--- src/rtl/gowin_alu54_sdpb_dn.sv ---
// gowin_alu54_sdpb_dn
// Registered 21+5-bit address adder (22-bit sum, 55-bit cascade copy) plus an
// 8x32-bit write / 16x16-bit read simple dual-port burst cache.
// Optional feature macro: SDPB_PIPELINE_EN adds an oce-gated output register
// after the cache read register (2-cycle read latency instead of 1).
module gowin_alu54_sdpb_dn (
   input  logic        clk,
   input  logic        reset,
   input  logic [20:0] a,
   input  logic [4:0]  b,
   input  logic        ce,
   output logic [21:0] alu_dout,
   output logic [54:0] caso,
   input  logic        cea,
   input  logic [2:0]  ada,
   input  logic [31:0] din,
   input  logic        ceb,
   input  logic [3:0]  adb,
   input  logic        oce,
   output logic [15:0] sdpb_dout
);

   // Unsigned zero-extended add; 22 bits cannot overflow for 21+5-bit operands.
   function automatic logic [21:0] add_zext(input logic [20:0] op_a, input logic [4:0] op_b);
      return {1'b0, op_a} + {17'd0, op_b};
   endfunction

   // Select one pixel from a stored word: low half for even addresses.
   function automatic logic [15:0] pick_half(input logic [31:0] word, input logic hi);
      return hi ? word[31:16] : word[15:0];
   endfunction

   logic [21:0] sum_d, sum_q;
   logic [54:0] caso_d, caso_q;
   logic [31:0] mem_q [0:7];
   logic [31:0] rd_word;
   logic [15:0] rd_d, rd_q;

   // Adder next-state: load the new sum on ce, otherwise hold.
   always_comb begin
      sum_d  = sum_q;
      caso_d = caso_q;
      if (ce) begin
         sum_d  = add_zext(a, b);
         caso_d = {33'd0, add_zext(a, b)};
      end
   end

   // Adder output registers, cleared asynchronously.
   always_ff @(posedge clk or posedge reset) begin
      if (reset) begin
         sum_q  <= '0;
         caso_q <= '0;
      end else begin
         sum_q  <= sum_d;
         caso_q <= caso_d;
      end
   end

   // Cache storage: never reset, so a burst survives a reset pulse.
   always_ff @(posedge clk) begin
      if (cea)
         mem_q[ada] <= din;
   end

   // Read next-state: the array is sampled before this edge's write lands,
   // giving read-before-write on a same-word collision.
   always_comb begin
      rd_word = mem_q[adb[3:1]];
      rd_d    = rd_q;
      if (ceb)
         rd_d = pick_half(rd_word, adb[0]);
   end

   // Cache read register.
   always_ff @(posedge clk or posedge reset) begin
      if (reset)
         rd_q <= '0;
      else
         rd_q <= rd_d;
   end

`ifdef SDPB_PIPELINE_EN
   logic [15:0] out_d, out_q;

   // Output-register next-state: advance the read data only on oce.
   always_comb begin
      out_d = out_q;
      if (oce)
         out_d = rd_q;
   end

   // Second read pipeline register.
   always_ff @(posedge clk or posedge reset) begin
      if (reset)
         out_q <= '0;
      else
         out_q <= out_d;
   end

   assign sdpb_dout = out_q;
`else
   // Bypass build: oce has no function.
   logic unused_oce;
   assign unused_oce = oce;
   assign sdpb_dout  = rd_q;
`endif

   assign alu_dout = sum_q;
   assign caso     = caso_q;

endmodule

--- config.mk ---
export PLATFORM = sky130hd
export DESIGN_NAME = gowin_alu54_sdpb_dn
export DESIGN_NICKNAME = d
export VERILOG_FILES = /design/src/rtl/gowin_alu54_sdpb_dn.sv
export SDC_FILE = /design/constraint.sdc
export NUM_CORES = 1
export LEC_CHECK = 0
export ABC_AREA = 1
export ABC_CLOCK_PERIOD_IN_PS = 1200
export BUFFER_PORTS_ARGS = -buffer_cell sky130_fd_sc_hd__buf_2
export CORE_MARGIN = 2
export CORE_UTILIZATION = 52
export DETAILED_ROUTE_END_ITERATION = 16
export HOLD_SLACK_MARGIN = 0.06
export PLACE_DENSITY = 0.76
export SYNTH_ARGS = -nofsm -noshare
export SYNTH_HDL_FRONTEND = slang
export SYNTH_SLANG_ARGS = --single-unit
--- constraint.sdc ---
create_clock -name clk -period 1.2 [get_ports clk]
set_clock_uncertainty 0.05 [all_clocks]
set_input_delay 0.24 -clock clk [delete_from_list [all_inputs] [get_ports clk]]
set_output_delay 0.24 -clock clk [all_outputs]
set_load 0.05 [all_outputs]
==> results.yml <==
outcome:
  status: "finished with violations"
  violations: "negative setup slack"
power_and_ir_drop:
  seqPwrFrac_pct: 48.1
  p_per_area_mw_per_mm2: 1480
  p_int_uw: 18000
  finalPower_uw: 24600
  p_sw_share_pct: 26.7
  peakVddDrop_mv: 1.29
  p_clk_share_pct: 35.4
  pwr-share-comb_pct: 16.5
  switchingPower_uw: 6560
  leakagePower_uw: 0.00686
logic_synthesis:
  ys_ff_latch: 294
  synth_cell_types: 26
  ys.warnings.count: 0
  syn_area_mm2: 0.0129
  syn_inst: 1200
  synth_area_per_cell_um2: 10.7
  seq_area_frac_synth_pct: 67.1
global_routing:
  track_usage_pct: 24.2
  grt_remaining_overflow: 0
  grt_pass1_wl_mm: 49.7
  grt_max_degree: 48
  antenna_found_initial: 0
  first_global_vias: 9484
timing:
  rsz0062_at_grt: "yes"
  layout_min_cycle_time_ns: 1.45
  setup_ws_ns: -0.254
  setup_viol: 61
  hold_viol: 0
  finalMaxSlewViolations: 0
  timing.fmax_mhz: 688
  fin_crit_sh_pct: 121
  worst_pin_slew_ns: 0.674
  maxSlewHeadroom_pct: 55.0
die:
  coreArea_mm2: 0.0243
  fp.dieH_um: 161
  dieArea_mm2: 0.0260
  die_w_um: 161
  start_util_pct: 53.0
  row_count: 57
  ioPinCount: 164
worst_setup_path:
  crit_path_start_kind: "flip-flop"
  crit_type: "flip-flop to output pin"
  r2r_end: "sdpb_dout[9]"
  ff2ff_path_depth: 8
  required_ns: 0.91
  cp_max_fo: 2
  critical-path-top-delay-family: "flip-flops"
  cp_slowest_cell: "dfrtp_2"
  critPathCaptureType: "output pin"
  crit_chain: "buf_6"
  r2r-start: "mem_q[3][9]"
  r2r_slack_ns: 0.02
  max_stage_delay_ns: 0.45
  crit_arrival_ns: 1.16
  crit_start: "sdpb_dout[3]"
  cp.buffers_inverters: 1
flow_run:
  timing.max_cap.violations: 0
route:
  post_drt_via_cell_ratio: 5.45
  ant_nets: 0
  drt_iter0_drc: 945
  route.vias.total: 9682
  drc_errors: 0
  dr.pass1.iters: 8
  postRouteWirelength_mm: 32.5
  avgRoutedWirePerCell_um: 18.3
cts:
  cts.clk_slew.worst_paths_ns: 0.06
  cts-root-buf: "clkbuf_16"
  clk_path_buf_depth: 3
  clock_latency_ns: 0.54
  cts_tree: "yes"
  cts-htree-levels: 1
  cts_made_buffers: 29
  cts.sinks: 294
min_path:
  min_to: "sdpb_dout[1]"
  hp-class: "input port to flip-flop"
  min-delay-start: "ceb"
  min_path_cells: 5
placed_design:
  place_area_mm2: 0.0144
  gp_congestion: 0.873
  dpl.hpwl_mm: 19.5
  port_buffers: 129
  place_ws_ns: -0.482
final_layout:
  n_fill_cell: 1624
  fin_nets: 1506
  drive_gt1_share_pct: 27.4
  final_cell_area_mm2: 0.0166
  layout.area.seq_mm2: 0.00864
  area_growth_pct: 29.1
  multi_input_area_mm2: 0.00391
==> synthesized netlist by cell type <==
library cell  number  area share (%)
ha_1               5            0.49
edfxtp_1         256              60
a21oi_1            3            0.12
o21ai_0           11            0.43
nand3_1          220             8.5
xor2_1             2            0.14
buf_1              3           0.087
nor3_1             3            0.12
buf_2             15            0.58
nor2_1            22            0.64
inv_2              3           0.087
conb_1             1           0.029
a31oi_1            1           0.049
buf_4             59             3.4
a21o_1             1           0.058
fa_1               1            0.16
nand2_1          470              14
nand4_1           12            0.58
or2_2              1           0.049
dfrtp_1           38             7.4
inv_1             34            0.99
nor3_2             1           0.078
xnor2_1            1           0.068
clkbuf_1          12            0.35
buf_6             24             2.1
and2_1             1           0.049
==> worst max path at each step <==
stage                   end  slack (ns)  cells after the start
4_1_cts        sdpb_dout[3]       -0.26                      1
3_3_place_gp   alu_dout[20]       -0.43                     12
3_5_place_dp   alu_dout[20]       -0.48                     12
5_1_grt             caso[6]       -0.28                      1
6_report       sdpb_dout[3]       -0.25                      1
2_1_floorplan  alu_dout[20]       -0.27                     11
==> cell families after synthesis <==
kind of cell / share of synthesized area, %
AOI/OAI and AO/OA: 0.651
xor gates and xnor gates: 0.204
adders and majority gates: 0.641
buffers and inverters: 7.64
DFF: 67.1
other: 0.0291
and+or+nand+nor: 23.8
==> metrics by stage <==
step                instances  setup TNS, ns  hold WS [ns]  util, %
detailed placement       1650         -53.56         0.284     59.2
global placement         1650         -52.02         0.271     59.2
global route             1775         -14.47         0.117     68.4
finish                   1776         -12.72        0.0927     68.4
CTS                      1763         -13.48        0.0666     66.7
floorplan                1232         -24.83         0.289        -
==> sequential cells by signal (all words and copies together), names as in the netlist <==
signal,cells
mem_q,256
sdpb_dout,16
alu_dout,22
==> area by class of cell <==
class                   count  area share (%)
diodes                      1          0.0150
clock inverters            15           0.685
inverters                  37            1.14
multi-input cells         788            23.5
flip-flops and latches    294            52.0
clock buffers              38            4.93
repair buffers            279            15.3
well taps                 324            2.44
==> power by group through the flow <==
stage	Clock, uW	Sequential (uW)	Combinational [uW]
after floorplan	0	12500	1920
after global placement	0	11900	3280
after detailed placement	0	12000	3330
after CTS	8790	11800	3800
after global routing	9170	11800	4300
final	8710	11800	4060
==> cells in the final DEF (no fill, tap or decap), drive strengths merged, types with 2 or more instances in the layout <==
master	Yosys	final
nor2	22	22
edfxtp	256	256
nand4	12	12
buf	101	232
a21oi	3	3
dlygate4sd3	0	44
conb	1	33
nor3	4	4
ha	5	5
nand3	220	220
clkinv	0	10
xor2	2	2
clkinvlp	0	5
nand2	470	470
clkbuf	12	39
dfrtp	38	38
dlymetal6s4s	0	2
inv	37	36
o21ai	11	11
==> per-layer routing <==
metal | part of all wire (%) | global-route usage [%] | routed length [um] | vias up
met2 | 50 | 41.6 | 16300 | 555
met3 | 8.4 | 3.26 | 2740 | 102
met5 | 0 | 0 | 0 | -
li1 | - | - | - | 4460
met1 | 38 | 32.3 | 12400 | 4565
met4 | 3.2 | 7.79 | 1040 | 0
==> what timing repair did <==
| action | CTS | global route |
|---|---|---|
| gates resized for setup | 107 | 91 |
| pin swaps | 0 | 38 |
| hold endpoints to repair | 307 | 0 |
| hold buffers | 46 | 0 |
| buffers inserted | 14 | 13 |
| setup endpoints to repair | 60 | 84 |
(Power assumes the default switching activity.)
